## src/rtl/lvds_rx_deframer.sv

```systemverilog
// Receive link engine behind the LVDS rx SERDES. It trains word alignment, acquires sync,
// deframes header-tagged words with parity, and hands completed words to the downstream FIFO.
module lvds_rx_deframer #(
   parameter int unsigned        LANE_W       = 4,
   parameter int unsigned        WORD_W       = 32,
   parameter logic [LANE_W-1:0]  TRAIN_PAT    = 4'b0001,
   parameter logic [LANE_W-1:0]  SYNC_PAT     = 4'b0111,
   parameter int unsigned        ALIGN_HOLD   = 6,
   parameter int unsigned        TRAIN_STABLE = 4,
   parameter int unsigned        LOS_THRESH   = 3
) (
   input  logic              rx_outclock,
   input  logic              reset,
   input  logic              rx_locked,
   input  logic [LANE_W-1:0] rx_out,
   output logic              rx_data_align,
   output logic              RDY_for_trans,
   output logic [WORD_W-1:0] deq_rx,
   output logic              EN_deq_rx,
   input  logic              RDY_deq_rx,
   output logic              link_up,
   output logic [7:0]        parity_err_cnt,
   output logic [7:0]        drop_cnt,
   output logic [2:0]        state_out
);

   localparam int unsigned BEATS  = WORD_W / LANE_W;
   localparam int unsigned HOLD_W = $clog2(ALIGN_HOLD + 1);
   localparam int unsigned STAB_W = $clog2(TRAIN_STABLE + 1);
   localparam int unsigned LOS_W  = $clog2(LOS_THRESH + 1);
   localparam int unsigned BEAT_W = $clog2(BEATS + 1);
   // Header marker field [LANE_W-2:1] is a single 1 followed by zeros.
   localparam logic [LANE_W-3:0] MARKER = (LANE_W-2)'(1 << (LANE_W - 3));

   typedef enum logic [2:0] {
      ST_TRAIN     = 3'd0,
      ST_WAIT_SYNC = 3'd1,
      ST_HEADER    = 3'd2,
      ST_PAYLOAD   = 3'd3
   } state_t;

   state_t              state_q,  state_d;
   logic [HOLD_W-1:0]   hold_q,   hold_d;
   logic [STAB_W-1:0]   stable_q, stable_d;
   logic [LOS_W-1:0]    los_q,    los_d;
   logic [BEAT_W-1:0]   beat_q,   beat_d;
   logic [WORD_W-1:0]   word_q,   word_d;
   logic [WORD_W-1:0]   deq_q,    deq_d;
   logic                hv_q,     hv_d;
   logic                hp_q,     hp_d;
   logic                en_q,     en_d;
   logic                align_q,  align_d;
   logic [7:0]          perr_q,   perr_d;
   logic [7:0]          drop_q,   drop_d;
   logic [WORD_W-1:0]   full_word;

   assign full_word = {word_q[WORD_W-LANE_W-1:0], rx_out};

   always_comb begin
      state_d  = state_q;
      hold_d   = hold_q;
      stable_d = stable_q;
      los_d    = los_q;
      beat_d   = beat_q;
      word_d   = word_q;
      deq_d    = deq_q;
      hv_d     = hv_q;
      hp_d     = hp_q;
      en_d     = 1'b0;
      align_d  = 1'b0;
      perr_d   = perr_q;
      drop_d   = drop_q;

      if (!rx_locked) begin
         // Lock loss aborts everything in flight; only the error counters survive.
         state_d  = ST_TRAIN;
         hold_d   = '0;
         stable_d = '0;
         los_d    = '0;
         beat_d   = '0;
      end else begin
         unique case (state_q)
            ST_TRAIN: begin
               if (hold_q != '0) begin
                  hold_d = hold_q - HOLD_W'(1);
               end else if (rx_out == TRAIN_PAT) begin
                  if (stable_q == STAB_W'(TRAIN_STABLE - 1)) begin
                     stable_d = '0;
                     state_d  = ST_WAIT_SYNC;
                  end else begin
                     stable_d = stable_q + STAB_W'(1);
                  end
               end else begin
                  align_d  = 1'b1;
                  stable_d = '0;
                  hold_d   = HOLD_W'(ALIGN_HOLD);
               end
            end
            ST_WAIT_SYNC: begin
               if (rx_out == SYNC_PAT) begin
                  state_d = ST_HEADER;
               end else if (rx_out != TRAIN_PAT) begin
                  state_d = ST_TRAIN;
               end
            end
            ST_HEADER: begin
               if (rx_out[LANE_W-2:1] == MARKER) begin
                  hv_d    = rx_out[LANE_W-1];
                  hp_d    = rx_out[0];
                  los_d   = '0;
                  beat_d  = '0;
                  state_d = ST_PAYLOAD;
               end else if (los_q == LOS_W'(LOS_THRESH - 1)) begin
                  los_d   = '0;
                  state_d = ST_TRAIN;
               end else begin
                  los_d = los_q + LOS_W'(1);
               end
            end
            ST_PAYLOAD: begin
               word_d = full_word;
               if (beat_q == BEAT_W'(BEATS - 1)) begin
                  beat_d  = '0;
                  state_d = ST_HEADER;
                  if ((^full_word) != hp_q) begin
                     if (perr_q != 8'hFF) perr_d = perr_q + 8'd1;
                  end else if (hv_q) begin
                     if (RDY_deq_rx) begin
                        en_d  = 1'b1;
                        deq_d = full_word;
                     end else if (drop_q != 8'hFF) begin
                        drop_d = drop_q + 8'd1;
                     end
                  end
               end else begin
                  beat_d = beat_q + BEAT_W'(1);
               end
            end
            default: state_d = ST_TRAIN;
         endcase
      end
   end

   always_ff @(posedge rx_outclock) begin
      if (reset) begin
         state_q  <= ST_TRAIN;
         hold_q   <= '0;
         stable_q <= '0;
         los_q    <= '0;
         beat_q   <= '0;
         word_q   <= '0;
         deq_q    <= '0;
         hv_q     <= 1'b0;
         hp_q     <= 1'b0;
         en_q     <= 1'b0;
         align_q  <= 1'b0;
         perr_q   <= '0;
         drop_q   <= '0;
      end else begin
         state_q  <= state_d;
         hold_q   <= hold_d;
         stable_q <= stable_d;
         los_q    <= los_d;
         beat_q   <= beat_d;
         word_q   <= word_d;
         deq_q    <= deq_d;
         hv_q     <= hv_d;
         hp_q     <= hp_d;
         en_q     <= en_d;
         align_q  <= align_d;
         perr_q   <= perr_d;
         drop_q   <= drop_d;
      end
   end

   assign rx_data_align  = align_q;
   assign EN_deq_rx      = en_q;
   assign deq_rx         = deq_q;
   assign parity_err_cnt = perr_q;
   assign drop_cnt       = drop_q;
   assign state_out      = state_q;
   assign link_up        = (state_q == ST_HEADER) || (state_q == ST_PAYLOAD);
   assign RDY_for_trans  = (state_q != ST_TRAIN) && RDY_deq_rx;

endmodule

```

## config.mk

```make
export PLATFORM = sky130hd
export DESIGN_NAME = lvds_rx_deframer
export DESIGN_NICKNAME = d
export VERILOG_FILES = /design/src/rtl/lvds_rx_deframer.sv
export SDC_FILE = /design/constraint.sdc
export NUM_CORES = 1
export LEC_CHECK = 0
export ABC_CLOCK_PERIOD_IN_PS = 3000
export BUFFER_PORTS_ARGS = -buffer_cell sky130_fd_sc_hd__buf_2
export CAP_MARGIN = 25
export CORE_ASPECT_RATIO = 0.9
export CORE_MARGIN = 2
export CORE_UTILIZATION = 25
export DETAILED_ROUTE_END_ITERATION = 8
export HOLD_SLACK_MARGIN = 0.15
export SLEW_MARGIN = 5
export SYNTH_ARGS = -nofsm -noshare
export SYNTH_HDL_FRONTEND = slang
export SYNTH_SLANG_ARGS = --single-unit
```

## constraint.sdc

```tcl
create_clock -name rx_outclock -period 3 [get_ports rx_outclock]
set_clock_uncertainty 0.2 [all_clocks]
set_input_delay 0.45 -clock rx_outclock [delete_from_list [all_inputs] [get_ports rx_outclock]]
set_output_delay 0.45 -clock rx_outclock [all_outputs]
set_load 0.005 [all_outputs]
```

* After elaboration in Yosys (flattened, before gate mapping) *
Cells that the tools add are included.

operators by class
  add/sub/neg operators = 6
  multiply operators = 0
  divide/modulo/power cells = 0
  order comparisons = 0
  eq/ne operators = 21
  shift operators = 0
  mux-type cells = 20
  bitwise logic cells = 8
  reduce and logical (&&, ||, !) cells = 19

operators with widths
  operator                                                                  number
  3-bit 2-to-1 mux                                                          12
  32-bit parity                                                             1
  8-bit by 1-bit adder with 8-bit output (second input constant)            2
  8-bit inequality test (second input constant)                             2
  2-bit inequality test (second input constant)                             6
  3-bit one-hot mux with 4 select lines                                     1
  6-bit AND reduction                                                       2
  3-bit by 2-bit equality test with 1-bit output (second input constant)    3
  4-bit by 3-bit equality test with 1-bit output (second input constant)    2
  4-bit 2-to-1 mux                                                          2
  1-bit NOT                                                                 8
  4-bit one-hot mux with 2 select lines                                     1
  2-bit AND reduction                                                       4
  7-bit AND reduction                                                       1
  3-bit inequality test (second input constant)                             2
  3-bit nonzero test                                                        2
  6-bit OR reduction                                                        1
  5-bit AND reduction                                                       1
  4-bit by 1-bit adder with 4-bit output (second input constant)            1
  2-bit equality test (second input constant)                               2
  4-bit by 1-bit equality test with 1-bit output (second input constant)    1
  2-bit 2-to-1 mux                                                          2
  4-bit by 1-bit inequality test with 1-bit output (second input constant)  1
  4-bit OR reduction                                                        1
  12 further kinds                                                          13

word-level totals
  flip-flop bits (word level) = 95
  latch bits = 0
  memory bits (writable) = 0
  bits in read-only memories = 0
  input bits = 8
  output and inout port bits = 55
  word-level logic and storage cells = 87
  memories = 0

* Logic depth before layout (Yosys ltp) *
Gate-level depths: netlist of the first run.

  depth in word-level cells = 5
  gate-level depth with buffers = 10
  mapped depth without buffers = 8

* Worst setup path after synthesis of the first run *
No wires, ideal clock.

  kind = in2reg
  start point = input port rx_out[2]
  end point = register perr_q[6], in the netlist parity_err_cnt[6]
  library setup time = 123 ps
  data arrival time = 2458 ps
  required time = 2677 ps
  slack = 219 ps
  stages = 9
  path buffers = 1
  path through = inv_1 ha_1 xnor2_1 xnor2_1 xnor3_1 xor3_1 buf_6 nor4_1 mux2_1

on the way
  cells in the longest elaborated chain, start to end = 3

RTL lines
  what                                  line  text
  start, declared                       15    input logic [LANE_W-1:0] rx_out,
  32-bit parity                         125   if ((^full_word) != hp_q) begin
  1-bit inequality test                 125
  5-bit AND reduction (no source line)  -
  end signal, assigned                  171   perr_q <= perr_d;
  end, declared                         53    logic [7:0] perr_q, perr_d;

No other way between the ends.
A chain may end at the register's enable or synchronous reset.

* Final worst setup path of the first run *
Ends and elaborated chain as after synthesis.

==> metrics.cfg, run 1 <==
[run_status]
status=finished clean

[clock_network]
cts_resized=0
cts.clk_slew.worst_paths_ns=0.07
cts_root_buf=clkbuf_16
cts_max_path_buffers=2
cts_buffers=9
cts_htree_levels=3
cts_num_sinks=94
cts_setup_buffers=0
clk_latency_ns=0.35
ctsHoldBuffers=0
cts_tree=yes

[setup_path]
cp_slowest_cell=xnor3_1
worstSetupStartpointType=input port
path_max_fanout=10
crit_family=XOR/XNOR gates
path_buf_inv=3
rrSetupSlack_ns=0.33
crit-reg2reg-launch=word_q[13]$_SDFFE_PP0P_
critPathRequiredTime_ns=3.03
rr_worst_depth=7
end_kind=flip-flop
max_stage_delay_ns=0.45
crit_type=input port to flip-flop
cp_common_cell=xnor2_1
crit_arrival_ns=2.74
path_cells=buf_2, inv_1, ha_1, xnor2_1, xnor2_1, xnor3_1, xor3_1, buf_4, nor4_1, mux2_1
r2r-end=parity_err_cnt[6]$_SDFFE_PP0P_

[route]
routed_via_density=4.78
drt-total-wl_um=11000
drtAntennaViolNets=0
firstDrtPassIters=4
routedWlPerCell_um=14.0
via_count=3769
first_iter_violations=189
drc=0

[die]
die_area_um2=18100
ios=63
start_util_pct=25.4
row_count=45
chipHeight_um=128
core_area_um2=16800
die_w_um=142

[placed_design]
dpl_cell_area_um2=4860
post-place-ws_ns=-0.0993
hpwlAfterDp_um=7510
gp_congestion=0.761
dp_cells=773
numPortBuffers=61

[synthesis]
synth_nets=534
synthArstFlopShare_pct=0
netlist_area_um2=4260
yosysTopAreaCellShare_pct=44.1
avgSynthCellArea_um2=8.26
synth_area_leaders=dfxtp_1 (44%), a21oi_1 (9.4%), nand2_1 (6.1%)
ys_ff_latch=94
yosysSeqAreaShare_pct=44.1
synth_ff_type=dfxtp_1
synth-edff-count=0
syn_inst=516
yosys_warnings=0
yosys.area.top_type=dfxtp_1
ys_types=43

[power]
cellPowerDensity_nw_per_um2=531
power_switching_mw=0.664
p_clk_share_pct=46.9
p_leak_nw=1.93
seq_power_share_pct=45.4
p_int_mw=2.09
worst_ir_drop_vdd_v=0.000244
pwr-share-comb_pct=7.7
switching_share_pct=24.1
p_total_mw=2.76

[timing]
relSlewSlack_pct=60.5
setup_violations=0
rsz0062_at_grt=false
hold_violations=0
worst_slack_ns=0.292
maxSlewViolCount=0
tightest_slew_ns=0.586
min_period_ns=2.71
post-route-period-util_pct=90.3
fmax_mhz=369

[global_routing]
grtUsageTotal_pct=12.5
overflow=0
grt_pass1_wl_um=18300
grt_antenna_before_repair=0
grt_max_degree=53
grt_pass1_vias=3500

[hold_path]
hold_path_depth=3
hp-class=input port to flip-flop
min_to=hp_q$_SDFFE_PP0P_
hp-start=rx_locked

[job]
drv_cap=0

[finish]
final_common_cell=dfxtp_1
post-route-cell-area_um2=5200
nets=591
final_cells=789
drive_gt1_share_pct=18.5
mostFrequentLayoutCells=dfxtp_1 (94), a21oi_1 (80), nand2_1 (69)
area_growth_pct=21.9
antenna_cells=0

-- kinds of logic (layout without fill, tap and decap cells) --
| kind of cell | count (synthesis) | after routing | synth area share, % |
|---|---|---|---|
| AND/OR/NAND/NOR | 187 | 187 | 21.5 |
| AO/OA/AOI/OAI | 141 | 141 | 17.6 |
| flip-flops | 94 | 94 | 44.1 |
| buffers and inverters | 49 | 111 | 4.61 |
| XOR/XNOR | 29 | 29 | 7.78 |
| adder cells (fa/ha/maj) | 10 | 10 | 2.94 |
| multiplexers | 5 | 5 | 1.26 |
| other | 1 | 1 | 0.0880 |
-- power by group through the flow --
| stage | Sequential [mW] | Clock [mW] | Combinational, mW |
|---|---|---|---|
| floorplan | 1.28 | 0 | 0.133 |
| global placement | 1.28 | 0 | 0.212 |
| detailed placement | 1.28 | 0 | 0.215 |
| CTS | 1.25 | 1.33 | 0.215 |
| global route | 1.25 | 1.39 | 0.236 |
| finish | 1.25 | 1.29 | 0.214 |
-- registers in the layout, indices dropped and copies added, names as in the netlist --
name and count:
word_q 28, hv_q 1, hp_q 1, los_q 2, EN_deq_rx 1, rx_data_align 1
state_out 2, hold_q 3, parity_err_cnt 8, drop_cnt 8, stable_q 3, deq_rx 32
beat_q 4
-- synth_stat cells, drive strengths merged, types with 3 or more instances --
| library cell | number |
|---|---|
| a21oi | 80 |
| buf | 10 |
| clkbuf | 31 |
| dfxtp | 94 |
| ha | 10 |
| inv | 8 |
| mux2 | 3 |
| nand2 | 69 |
| nand2b | 3 |
| nand3 | 17 |
| nand4 | 36 |
| nor2 | 26 |
| nor2b | 7 |
| nor3 | 6 |
| o21ai | 46 |
| o31ai | 4 |
| or3 | 9 |
| or4 | 5 |
| xnor2 | 21 |
| xnor3 | 4 |
| xor2 | 3 |
-- worst max-delay path by stage --
stage / cells after the start / start / endpoint / slack (ns)
finish: 10 / rx_out[2] / parity_err_cnt[6]$_SDFFE_PP0P_ / 0.29
global route: 11 / rx_out[2] / parity_err_cnt[3]$_SDFFE_PP0P_ / 0.17
CTS: 10 / rx_out[2] / parity_err_cnt[6]$_SDFFE_PP0P_ / 0.27
detailed placement: 10 / rx_out[2] / parity_err_cnt[6]$_SDFFE_PP0P_ / -0.1
global placement: 10 / rx_out[2] / parity_err_cnt[6]$_SDFFE_PP0P_ / -0.05
floorplan: 9 / rx_out[2] / parity_err_cnt[6]$_SDFFE_PP0P_ / 0.22
-- metal layers --
metal | GRT usage [%] | vias up | share of wire [%]
met4 | 3.53 | 0 | 1.1
met2 | 19.0 | 79 | 43
met5 | 0 | - | 0
li1 | - | 1940 | -
met1 | 17.6 | 1741 | 51
met3 | 3.10 | 9 | 4.4
-- final cells by class --
| type | instances | area (µm²) |
|---|---|---|
| repair buffers | 87 | 500 |
| flip-flops and latches | 94 | 1880 |
| multi-input cells | 373 | 2180 |
| fillers | 1778 | 11600 |
| well taps | 211 | 264 |
| clock inverters | 6 | 97.6 |
| clock buffers | 10 | 239 |
| inverters | 8 | 30.0 |
-- worst register-to-register path, stage by stage, from the launching register on --
cell     delay (ns)
dfxtp_1        0.38
xnor3_1        0.43
xnor3_1        0.20
xnor3_1        0.26
xor3_1         0.26
buf_4          0.19
nor4_1         0.29
mux2_1         0.34
-- through the flow --
step | setup TNS [ns] | hold WS [ns] | util [%]
after floorplan | 0 | 0.232 | -
after global placement | -0.0780 | 0.241 | 29.0
after detailed placement | -0.296 | 0.253 | 29.0
after CTS | 0 | 0.197 | 31.0
after global routing | 0 | 0.242 | 31.0
final | 0 | 0.213 | 31.0
Power figures use the tool's default switching activity.
==> inputs of run 2 (changes only) <==
--- a/config.mk
+++ b/config.mk
@@ -13,6 +13,7 @@
 export CORE_UTILIZATION = 25
 export DETAILED_ROUTE_END_ITERATION = 8
 export HOLD_SLACK_MARGIN = 0.15
+export REMOVE_ABC_BUFFERS = 1
 export SLEW_MARGIN = 5
 export SYNTH_ARGS = -nofsm -noshare
 export SYNTH_HDL_FRONTEND = slang
==> run 2 against run 1 <==
  * Register-to-register slack about the same
  * Sequential share of layout area increased by 0.43 points
  * Clock power decreased by 16%
  * Via count increased by 1.8%
  * Global-route usage decreased by 0.17 points
  * Design area decreased by 1.2%
  * Critical path type unchanged
  * Largest cell class unchanged
  * Largest power group is now sequential cells
  * Highest routed layer unchanged
==> metrics.cfg, run 2 (synthesis results as in run 1) <==
[clock_network]
cts_tree=yes
cts_htree_levels=3
cts_max_path_buffers=2
cts_root_buf=clkbuf_16
cts_buffers=9
clk_latency_ns=0.35
ctsHoldBuffers=0
cts_num_sinks=94
cts_setup_buffers=0
cts.clk_slew.worst_paths_ns=0.07
cts_resized=0

[finish]
final_core_util_pct=30.6
nets=587
largest_register_ffs=32
final_cells=784
area_growth_pct=20.5
final_common_cell=dfxtp_1
mostFrequentLayoutCells=dfxtp_1 (94), a21oi_1 (80), nand2_1 (69)
fillers=1828
seq_area_um2=1880
multi_input_area_um2=2180
post-route-cell-area_um2=5140
antenna_cells=0
drive_gt1_share_pct=17.8

[run_status]
status=finished clean

[route]
routedWlPerCell_um=13.9
drt-total-wl_um=10900
drc=0
firstDrtPassIters=4
via_count=3836
routed_via_density=4.89
first_iter_violations=218
drtAntennaViolNets=0

[global_routing]
grt_antenna_before_repair=0
overflow=0
grt_pass1_wl_um=18100
grt_max_degree=83
grtUsageTotal_pct=12.3
grt_pass1_vias=3547

[placed_design]
dp_cells=769
dpl_cell_area_um2=4860
numPortBuffers=61
hpwlAfterDp_um=7590
gp_congestion=0.793

[power]
worst_ir_drop_vdd_v=0.000293
cellPowerDensity_nw_per_um2=497
p_total_mw=2.55
p_leak_nw=1.88

[job]
drv_cap=0

[die]
die_area_um2=18100
row_count=45
ios=63
chipHeight_um=128
core_area_um2=16800
die_w_um=142
start_util_pct=25.4

[timing]
relSlewSlack_pct=60.1
tightest_slew_ns=0.593
hold_violations=0
setup_violations=0
fmax_mhz=366
maxSlewViolCount=0
min_period_ns=2.73
post-route-period-util_pct=91.1
rsz0062_at_grt=false

[setup_path]
path_max_fanout=10
end_kind=flip-flop
crit_arrival_ns=2.81
crit_type=input port to flip-flop
worstSetupStartpointType=input port
critPathRequiredTime_ns=3.07

[hold_path]
hp-class=input port to flip-flop

run 2: layout make-up:
type	instances	area share [%]
Timing Repair Buffer	83	9.65
Multi-Input combinational cell	373	42.5
Tap cell	211	5.14
Clock inverter	5	0.804
Inverter	8	0.585
Sequential cell	94	36.6
Clock buffer	10	4.65
run 2: per-layer routing:
layer / GRT usage, % / wire length (µm) / share of wire (%) / vias up
li1: - / - / - / 1933
met1: 18.2 / 5660 / 52 / 1811
met2: 17.6 / 4510 / 41 / 79
met3: 3.03 / 569 / 5.2 / 13
met4: 3.59 / 165 / 1.5 / 0
met5: 0 / 0 / 0 / -
run 2: path summary, 6_finish.rpt:
path                                              start  slack [ns]  depth (start not counted)                              to
worst max register to register  word_q[13]$_SDFFE_PP0P_        0.33                          7  parity_err_cnt[7]$_SDFFE_PP0P_
worst max-delay path                          rx_out[2]        0.27                         10  parity_err_cnt[7]$_SDFFE_PP0P_
worst min-delay path                          rx_locked        0.21                          3               hp_q$_SDFFE_PP0P_
worst min register to register   hold_q[0]$_SDFFE_PP0P_        0.26                          2          hold_q[0]$_SDFFE_PP0P_
run 2: metrics by stage:
step / setup TNS [ns] / setup WS, ns / hold WS, ns
2_1_floorplan: -1.38 / -0.254 / 0.232
6_report: 0 / 0.266 / 0.213
3_3_place_gp: -0.0380 / -0.0208 / 0.247
4_1_cts: 0 / 0.294 / 0.204
5_1_grt: 0 / 0.147 / 0.215
3_5_place_dp: -0.152 / -0.0600 / 0.247
run 2: power by group:
group	internal (mW)	total [mW]	leakage [nW]	switching [mW]
Clock	0.588	1.09	0.132	0.507
Combinational	0.0695	0.206	0.996	0.136
Sequential	1.25	1.25	0.757	0.00176
Total	1.91	2.55	1.88	0.646
run 2: critical path: stages:
cell	delay (ns)
buf_2	0.09
inv_1	0.05
ha_1	0.34
xnor2_1	0.20
xnor2_1	0.15
xnor3_1	0.44
xor3_1	0.26
buf_4	0.19
or4_1	0.50
a21oi_1	0.14
